**src/rtl/cpu_ctrl_pkg.sv**
```systemverilog
// Shared definitions for the multicycle controller and the datapath muxes it
// drives: opcode map, FSM state encoding, write-back / PC / ALU select codes.
package cpu_ctrl_pkg;

  // Opcode field instr[7:5]
  typedef enum logic [2:0] {
    OP_ALUR = 3'b000,
    OP_ADDI = 3'b001,
    OP_LW   = 3'b010,
    OP_SW   = 3'b011,
    OP_BEQ  = 3'b100,
    OP_LI   = 3'b101,
    OP_JMP  = 3'b110,
    OP_HALT = 3'b111
  } opcode_e;

  typedef enum logic [2:0] {
    ST_IDLE   = 3'd0,
    ST_FETCH  = 3'd1,
    ST_DECODE = 3'd2,
    ST_EXEC   = 3'd3,
    ST_MEM    = 3'd4,
    ST_WB     = 3'd5,
    ST_HALT   = 3'd6,
    ST_ERR    = 3'd7
  } state_e;

  // Write-back mux select
  localparam logic [1:0] WB_ALU = 2'd0;
  localparam logic [1:0] WB_MEM = 2'd1;
  localparam logic [1:0] WB_IMM = 2'd2;

  // PC source mux select
  localparam logic [1:0] PC_INC = 2'd0;
  localparam logic [1:0] PC_BR  = 2'd1;
  localparam logic [1:0] PC_JMP = 2'd2;

  // ALU operation select
  localparam logic [1:0] ALU_ADD   = 2'd0;
  localparam logic [1:0] ALU_SUB   = 2'd1;
  localparam logic [1:0] ALU_FUNCT = 2'd2;

  // Opcodes whose EXEC step uses the immediate as ALU operand B
  function automatic logic uses_imm(input opcode_e op);
    return (op == OP_ADDI) || (op == OP_LW) || (op == OP_SW);
  endfunction

endpackage

```
**src/rtl/mem_wait_timer.sv**
```systemverilog
// Counts cycles spent waiting on mem_ready and flags when the wait reaches
// MEM_TIMEOUT.
// Ports:
//   clock   in  1  system clock, rising edge
//   reset   in  1  asynchronous active-low reset
//   clear   in  1  zero the count (asserted on every FSM state change)
//   enable  in  1  a memory request is outstanding and not yet answered
//   expired out 1  count has reached MEM_TIMEOUT
module mem_wait_timer #(
  parameter int unsigned MEM_TIMEOUT = 8
) (
  input  logic clock,
  input  logic reset,
  input  logic clear,
  input  logic enable,
  output logic expired
);

  logic [7:0] count_q;
  logic [7:0] count_d;

  assign expired = (count_q == 8'(MEM_TIMEOUT));

  // Count holds at MEM_TIMEOUT so a stalled compare never wraps past it.
  always_comb begin
    count_d = count_q;
    if (clear) begin
      count_d = '0;
    end else if (enable && !expired) begin
      count_d = count_q + 8'd1;
    end
  end

  always_ff @(posedge clock or negedge reset) begin
    if (!reset) begin
      count_q <= '0;
    end else begin
      count_q <= count_d;
    end
  end

endmodule

```
**src/rtl/multicycle_ctrl.sv**
```systemverilog
// Sequencing FSM for the 8-bit MIPS-style multicycle datapath. Steps each
// instruction through FETCH/DECODE/EXEC/MEM/WB, drives the PC, IR, ALU,
// memory handshake and write-back controls, counts retired instructions and
// traps memory timeouts into an absorbing ERR state.
// Ports:
//   clock      in   1      system clock, rising edge
//   reset      in   1      asynchronous active-low reset
//   run        in   1      execute enable, sampled in IDLE and at retire
//   instr      in   8      IR contents, opcode in [7:5], valid from DECODE
//   zero       in   1      ALU zero flag, used by BEQ in EXEC
//   mem_ready  in   1      memory read data valid / write accepted
//   pc_write   out  1      PC load enable
//   pc_src     out  2      PC_INC / PC_BR / PC_JMP
//   ir_write   out  1      IR load enable
//   mem_req    out  1      memory request, held until mem_ready
//   mem_we     out  1      write qualifier for mem_req
//   alu_op     out  2      ALU_ADD / ALU_SUB / ALU_FUNCT
//   alu_src    out  1      0 = register B, 1 = immediate
//   reg_write  out  1      register file write enable
//   wb_sel     out  2      WB_ALU / WB_MEM / WB_IMM
//   halted     out  1      FSM in HALT
//   error      out  1      FSM in ERR
//   retired    out  CNT_W  retired-instruction count (wraps)
module multicycle_ctrl
  import cpu_ctrl_pkg::*;
#(
  parameter int unsigned MEM_TIMEOUT = 8,
  parameter int unsigned CNT_W       = 16
) (
  input  logic             clock,
  input  logic             reset,
  input  logic             run,
  input  logic [7:0]       instr,
  input  logic             zero,
  input  logic             mem_ready,
  output logic             pc_write,
  output logic [1:0]       pc_src,
  output logic             ir_write,
  output logic             mem_req,
  output logic             mem_we,
  output logic [1:0]       alu_op,
  output logic             alu_src,
  output logic             reg_write,
  output logic [1:0]       wb_sel,
  output logic             halted,
  output logic             error,
  output logic [CNT_W-1:0] retired
);

  state_e           state_q, state_d;
  opcode_e          op_q, op_d;
  logic [CNT_W-1:0] retired_q, retired_d;

  opcode_e dec_op;
  logic    retire;       // instruction completes this cycle
  logic    seq_next;     // leave for FETCH/IDLE depending on run
  logic    mem_wait;     // request outstanding, no answer this cycle
  logic    tmr_expired;
  logic    instr_unused;

  assign dec_op       = opcode_e'(instr[7:5]);
  assign instr_unused = ^instr[4:0];
  assign mem_wait     = ((state_q == ST_FETCH) || (state_q == ST_MEM)) && !mem_ready;
  assign retired      = retired_q;

  // Every state change clears the timer, so FETCH and MEM always start at 0
  // (including SW MEM -> FETCH back to back).
  mem_wait_timer #(
    .MEM_TIMEOUT (MEM_TIMEOUT)
  ) u_timer (
    .clock   (clock),
    .reset   (reset),
    .clear   (state_d != state_q),
    .enable  (mem_wait),
    .expired (tmr_expired)
  );

  // Next-state logic
  always_comb begin
    state_d  = state_q;
    op_d     = op_q;
    retire   = 1'b0;
    seq_next = 1'b0;

    case (state_q)
      ST_IDLE: begin
        if (run) state_d = ST_FETCH;
      end

      // mem_ready beats the timeout when both happen in the same cycle
      ST_FETCH: begin
        if (mem_ready)        state_d = ST_DECODE;
        else if (tmr_expired) state_d = ST_ERR;
      end

      ST_DECODE: begin
        op_d = dec_op;
        case (dec_op)
          OP_LI:   state_d = ST_WB;
          OP_JMP:  begin retire = 1'b1; seq_next = 1'b1; end
          OP_HALT: begin retire = 1'b1; state_d = ST_HALT; end
          default: state_d = ST_EXEC;
        endcase
      end

      ST_EXEC: begin
        case (op_q)
          OP_BEQ:       begin retire = 1'b1; seq_next = 1'b1; end
          OP_LW, OP_SW: state_d = ST_MEM;
          default:      state_d = ST_WB;
        endcase
      end

      ST_MEM: begin
        if (mem_ready) begin
          if (op_q == OP_SW) begin
            retire   = 1'b1;
            seq_next = 1'b1;
          end else begin
            state_d = ST_WB;
          end
        end else if (tmr_expired) begin
          state_d = ST_ERR;
        end
      end

      ST_WB: begin
        retire   = 1'b1;
        seq_next = 1'b1;
      end

      default: state_d = state_q;  // HALT, ERR absorb until reset
    endcase

    if (seq_next) state_d = run ? ST_FETCH : ST_IDLE;

    retired_d = retire ? (retired_q + CNT_W'(1)) : retired_q;
  end

  always_ff @(posedge clock or negedge reset) begin
    if (!reset) begin
      state_q   <= ST_IDLE;
      op_q      <= OP_ALUR;
      retired_q <= '0;
    end else begin
      state_q   <= state_d;
      op_q      <= op_d;
      retired_q <= retired_d;
    end
  end

  // Output decode. Only ir_write/pc_write in FETCH (mem_ready), the DECODE
  // jump (opcode not yet latched) and the BEQ pc_write (zero) look past
  // state_q/op_q; run never reaches an output.
  always_comb begin
    pc_write  = 1'b0;
    pc_src    = PC_INC;
    ir_write  = 1'b0;
    mem_req   = 1'b0;
    mem_we    = 1'b0;
    alu_op    = ALU_ADD;
    alu_src   = 1'b0;
    reg_write = 1'b0;
    wb_sel    = WB_ALU;
    halted    = 1'b0;
    error     = 1'b0;

    case (state_q)
      ST_FETCH: begin
        mem_req  = 1'b1;
        ir_write = mem_ready;
        pc_write = mem_ready;
        pc_src   = PC_INC;
      end

      ST_DECODE: begin
        if (dec_op == OP_JMP) begin
          pc_write = 1'b1;
          pc_src   = PC_JMP;
        end
      end

      ST_EXEC: begin
        alu_src = uses_imm(op_q);
        if (op_q == OP_ALUR)     alu_op = ALU_FUNCT;
        else if (op_q == OP_BEQ) alu_op = ALU_SUB;
        else                     alu_op = ALU_ADD;
        if (op_q == OP_BEQ) begin
          pc_write = zero;
          pc_src   = PC_BR;
        end
      end

      ST_MEM: begin
        mem_req = 1'b1;
        mem_we  = (op_q == OP_SW);
      end

      ST_WB: begin
        reg_write = 1'b1;
        if (op_q == OP_LW)      wb_sel = WB_MEM;
        else if (op_q == OP_LI) wb_sel = WB_IMM;
        else                    wb_sel = WB_ALU;
      end

      ST_HALT: halted = 1'b1;
      ST_ERR:  error  = 1'b1;
      default: ;
    endcase
  end

endmodule

```
**config.mk**
```make
export PLATFORM = sky130hd
export DESIGN_NAME = multicycle_ctrl
export DESIGN_NICKNAME = d
export VERILOG_FILES = /design/src/rtl/cpu_ctrl_pkg.sv /design/src/rtl/mem_wait_timer.sv /design/src/rtl/multicycle_ctrl.sv
export SDC_FILE = /design/constraint.sdc
export NUM_CORES = 1
export LEC_CHECK = 0
export ABC_CLOCK_PERIOD_IN_PS = 2800
export BUFFER_PORTS_ARGS = -buffer_cell sky130_fd_sc_hd__clkbuf_2
export CORE_MARGIN = 2
export CORE_UTILIZATION = 37
export DETAILED_ROUTE_END_ITERATION = 6
export PLACE_DENSITY = 0.68
export SKIP_LAST_GASP = 1
export SYNTH_ARGS = -nofsm -noshare
export SYNTH_HDL_FRONTEND = slang
export SYNTH_SLANG_ARGS = --single-unit
```
**constraint.sdc**
```tcl
create_clock -name clock -period 2.8 [get_ports clock]
set_clock_uncertainty 0.15 [all_clocks]
set_input_delay 0.14 -clock clock [delete_from_list [all_inputs] [get_ports clock]]
set_output_delay 0.14 -clock clock [all_outputs]
set_load 0.02 [all_outputs]
```
==> flow_metrics.tcl <==
set metrics [dict create \
    reg2reg_from "state_q[0]" \
    vias_per_cell 5.16 \
    maxCapViolCount 0 \
    cts-root-buf "clkbuf_8" \
    cp-end-kind "primary output" \
    grt_use_met1_pct 20.9 \
    numPortBuffers 37 \
    gp_congestion 0.855 \
    area_growth_syn_to_layout_pct 19.3 \
    drcViolationCount 0 \
    syn-num-nets 214 \
    min_path_cells 2 \
    fin_nets 256 \
    synth_top_area_share_pct 39.7 \
    crit_type "flop to primary output" \
    relSlewSlack_pct 51.9 \
    synthesis.area_um2 1890 \
    fin_ws_ps 461 \
    startpoint_type "flop" \
    grt_pass1_vias 1489 \
    busiest_layer "met2" \
    cts_buffer_depth 2 \
    powerDensity_nw_per_um2 956 \
    hold_start "instr[6]" \
    tritoncts "built" \
    tightest_slew_ps 721 \
    slew_violations 0 \
    clk_latency_ps 280 \
    yosysWarnings 0 \
    die_h_um 75.5 \
    dieArea_um2 5690 \
    grt_pass1_wl_mm 6.93 \
    hp-class "primary input to flop" \
    ff2ff_path_depth 5 \
    cp_num_buf_inv 1 \
    drt_iter0_markers 71 \
    ir_drop_uv 421 \
    syn-mean-instance-area_um2 9.54 \
    met2_usage_pct 26.7 \
    vias 1605 \
    cp.required_ps 2510 \
    ctsResizeCount 0 \
    diodes 0 \
    ys_ff_latch 30 \
    p_total_mw 2.15 \
    max_freq_ghz 0.428 \
    clock-sinks 30 \
    grt_overflow_total 0 \
    core-area_um2 5010 \
    ios 43 \
    grt_max_degree 31 \
    dp_slack_ps 508 \
    numCtsBuffers 5 \
    yosysUniqueCellTypes 53 \
    status "complete, no violations" \
    htreeDepth 2 \
    synth_edf_count 0 \
    hold_violations 0 \
    p_leak_nw 1.02 \
    use_met3_pct 3.97 \
    worstPathCellList "nor3b_2 -> and4b_1 -> a211o_1 -> clkbuf_2" \
    synth_top_cell_by_area "dfrtp_1" \
    die_x_um 75.5 \
    antenna_found_initial 0 \
    wire_per_inst_um 13.4 \
    grt_usage_pct 16.3 \
    clk_pin_slew_ps 60 \
    cp_max_fo 13 \
    ys.flop_type "dfrtp_1" \
    reg2reg_to "u_timer.count_q[4]" \
    wl_mm 4.16 \
    synthArstFlopShare_pct 100 \
    finalSetupViolations 0 \
    crit_family "simple AND/OR/NAND/NOR gates" \
    worst-r2r-setup-slack_ps 520 \
    setup_tns_ps 0 \
    drive_gt1_share_pct 25.7 \
    final_core_util_pct 45.0 \
    post-route-period-util_pct 83.5 \
    synth_area_leaders "dfrtp_1 (40%), xnor2_1 (6.5%), nor3_1 (4.8%)" \
    critPathArrivalTime_ps 2050 \
    hold_path_end "op_q[1]" \
    ys_seq_area_share_pct 39.7 \
    slowest_stage "dfrtp_1" \
    drt_pass1_iterations 4 \
    fillCellCount 496 \
    ant_nets 0 \
    fp-row-count 26 \
    grt_setup_unrepaired "no" \
    post-dp-hpwl_mm 3.08 \
    syn_inst 198 \
    slowest_delay_ps 570 \
    finalCriticalPeriod_ps 2340 \
    start_util_pct 37.7 \
]
## worst reg2reg max path: stages, from the launching register on
cell and delay, ps:
dfrtp_1 680, nor3b_2 180, and4b_1 330, o31ai_1 360, o211ai_2 260, nor3_1 240
## cell usage after synthesis, types with 3 or more instances
library cell and n:
xnor2_1 14, and3_1 3, ha_1 3, a21oi_1 5
o21ai_0 4, nor3b_1 3, nand2b_1 4, nor2b_1 3
mux2_2 3, nand3_1 12, and2_1 3, buf_2 4
nor3_1 18, dfrtp_1 30, xor2_1 9, nand4_1 5
nand2_1 8, nor2_1 19, inv_1 9
## stage by stage
| step | cell area [um2] | hold WS [ps] | std cells |
|---|---|---|---|
| final | 2250 | 6.98 | 311 |
| after global routing | 2250 | 17.6 | 311 |
| after CTS | 2250 | 3.01 | 311 |
| after detailed placement | 2140 | 89.4 | 301 |
| after global placement | 2140 | 79.1 | 301 |
| after floorplan | 1890 | -306 | 198 |
## cells in the final DEF, fill, tap and decap left out, drive strengths merged, types with 4 or more instances in the layout
cell,Yosys,routed
xor2,9,9
o21ai,5,5
xnor2,15,15
clkbuf,1,44
nor2,19,19
inv,10,10
dfrtp,30,30
nand4,5,5
mux2,4,4
nand2,8,8
a21oi,5,5
nor3b,4,4
nand2b,4,4
nor3,18,18
nand3,12,12
## state kept, by name (all words and copies together), names as in the netlist
name / cells
u_timer.count_q: 8
op_q: 3
state_q: 3
retired: 16
## logic make-up (layout without fill, tap and decap cells)
logic type,Yosys count,after routing,share of synthesized area [%]
AO/OA/AOI/OAI,26,26,12.4
flip-flops,30,30,39.7
buffers and inverters,17,60,4.24
adder cells (fa/ha/maj),3,3,1.99
XOR/XNOR,24,24,11.5
AND/OR/NAND/NOR,94,94,27.7
multiplexers,4,4,2.38
## how the worst max path moves through the flow
stage / to / slack [ps] / cells past startpoint / start
global placement: u_timer.count_q[4] / 550 / 5 / state_q[0]
finish: pc_write / 460 / 4 / state_q[0]
detailed placement: u_timer.count_q[6] / 510 / 5 / state_q[0]
floorplan: retired[1] / 860 / 6 / state_q[1]
CTS: pc_write / 430 / 4 / state_q[0]
global route: pc_write / 330 / 4 / state_q[0]
## routing by layer
metal / vias to the layer above / wire (um)
li1: 793 / -
met1: 774 / 1900
met2: 32 / 2050
met3: 6 / 132
met4: 0 / 76
met5: - / 0
## where the power goes
| group | switching, mW | leakage (nW) | internal, mW |
|---|---|---|---|
| clock network | 0.156 | 0.0482 | 0.198 |
| logic | 0.664 | 0.593 | 0.442 |
| registers | 0.168 | 0.375 | 0.527 |
## what timing repair did
action | in CTS | in global routing
hold endpoints to repair | 31 | 0
hold buffers | 2 | 0
buffers inserted | 0 | 0
## cell type report
cell class	count	area, um2	share of cell area (%)
clock inverter	1	5.00	0.222
multi-input combinational	151	1060	47.0
tap	70	87.6	3.89
sequential	30	751	33.3
clock buffer	7	86.3	3.83
inverter	10	37.5	1.67
timing repair buffer	42	228	10.1
Power figures use the tool's default switching activity.
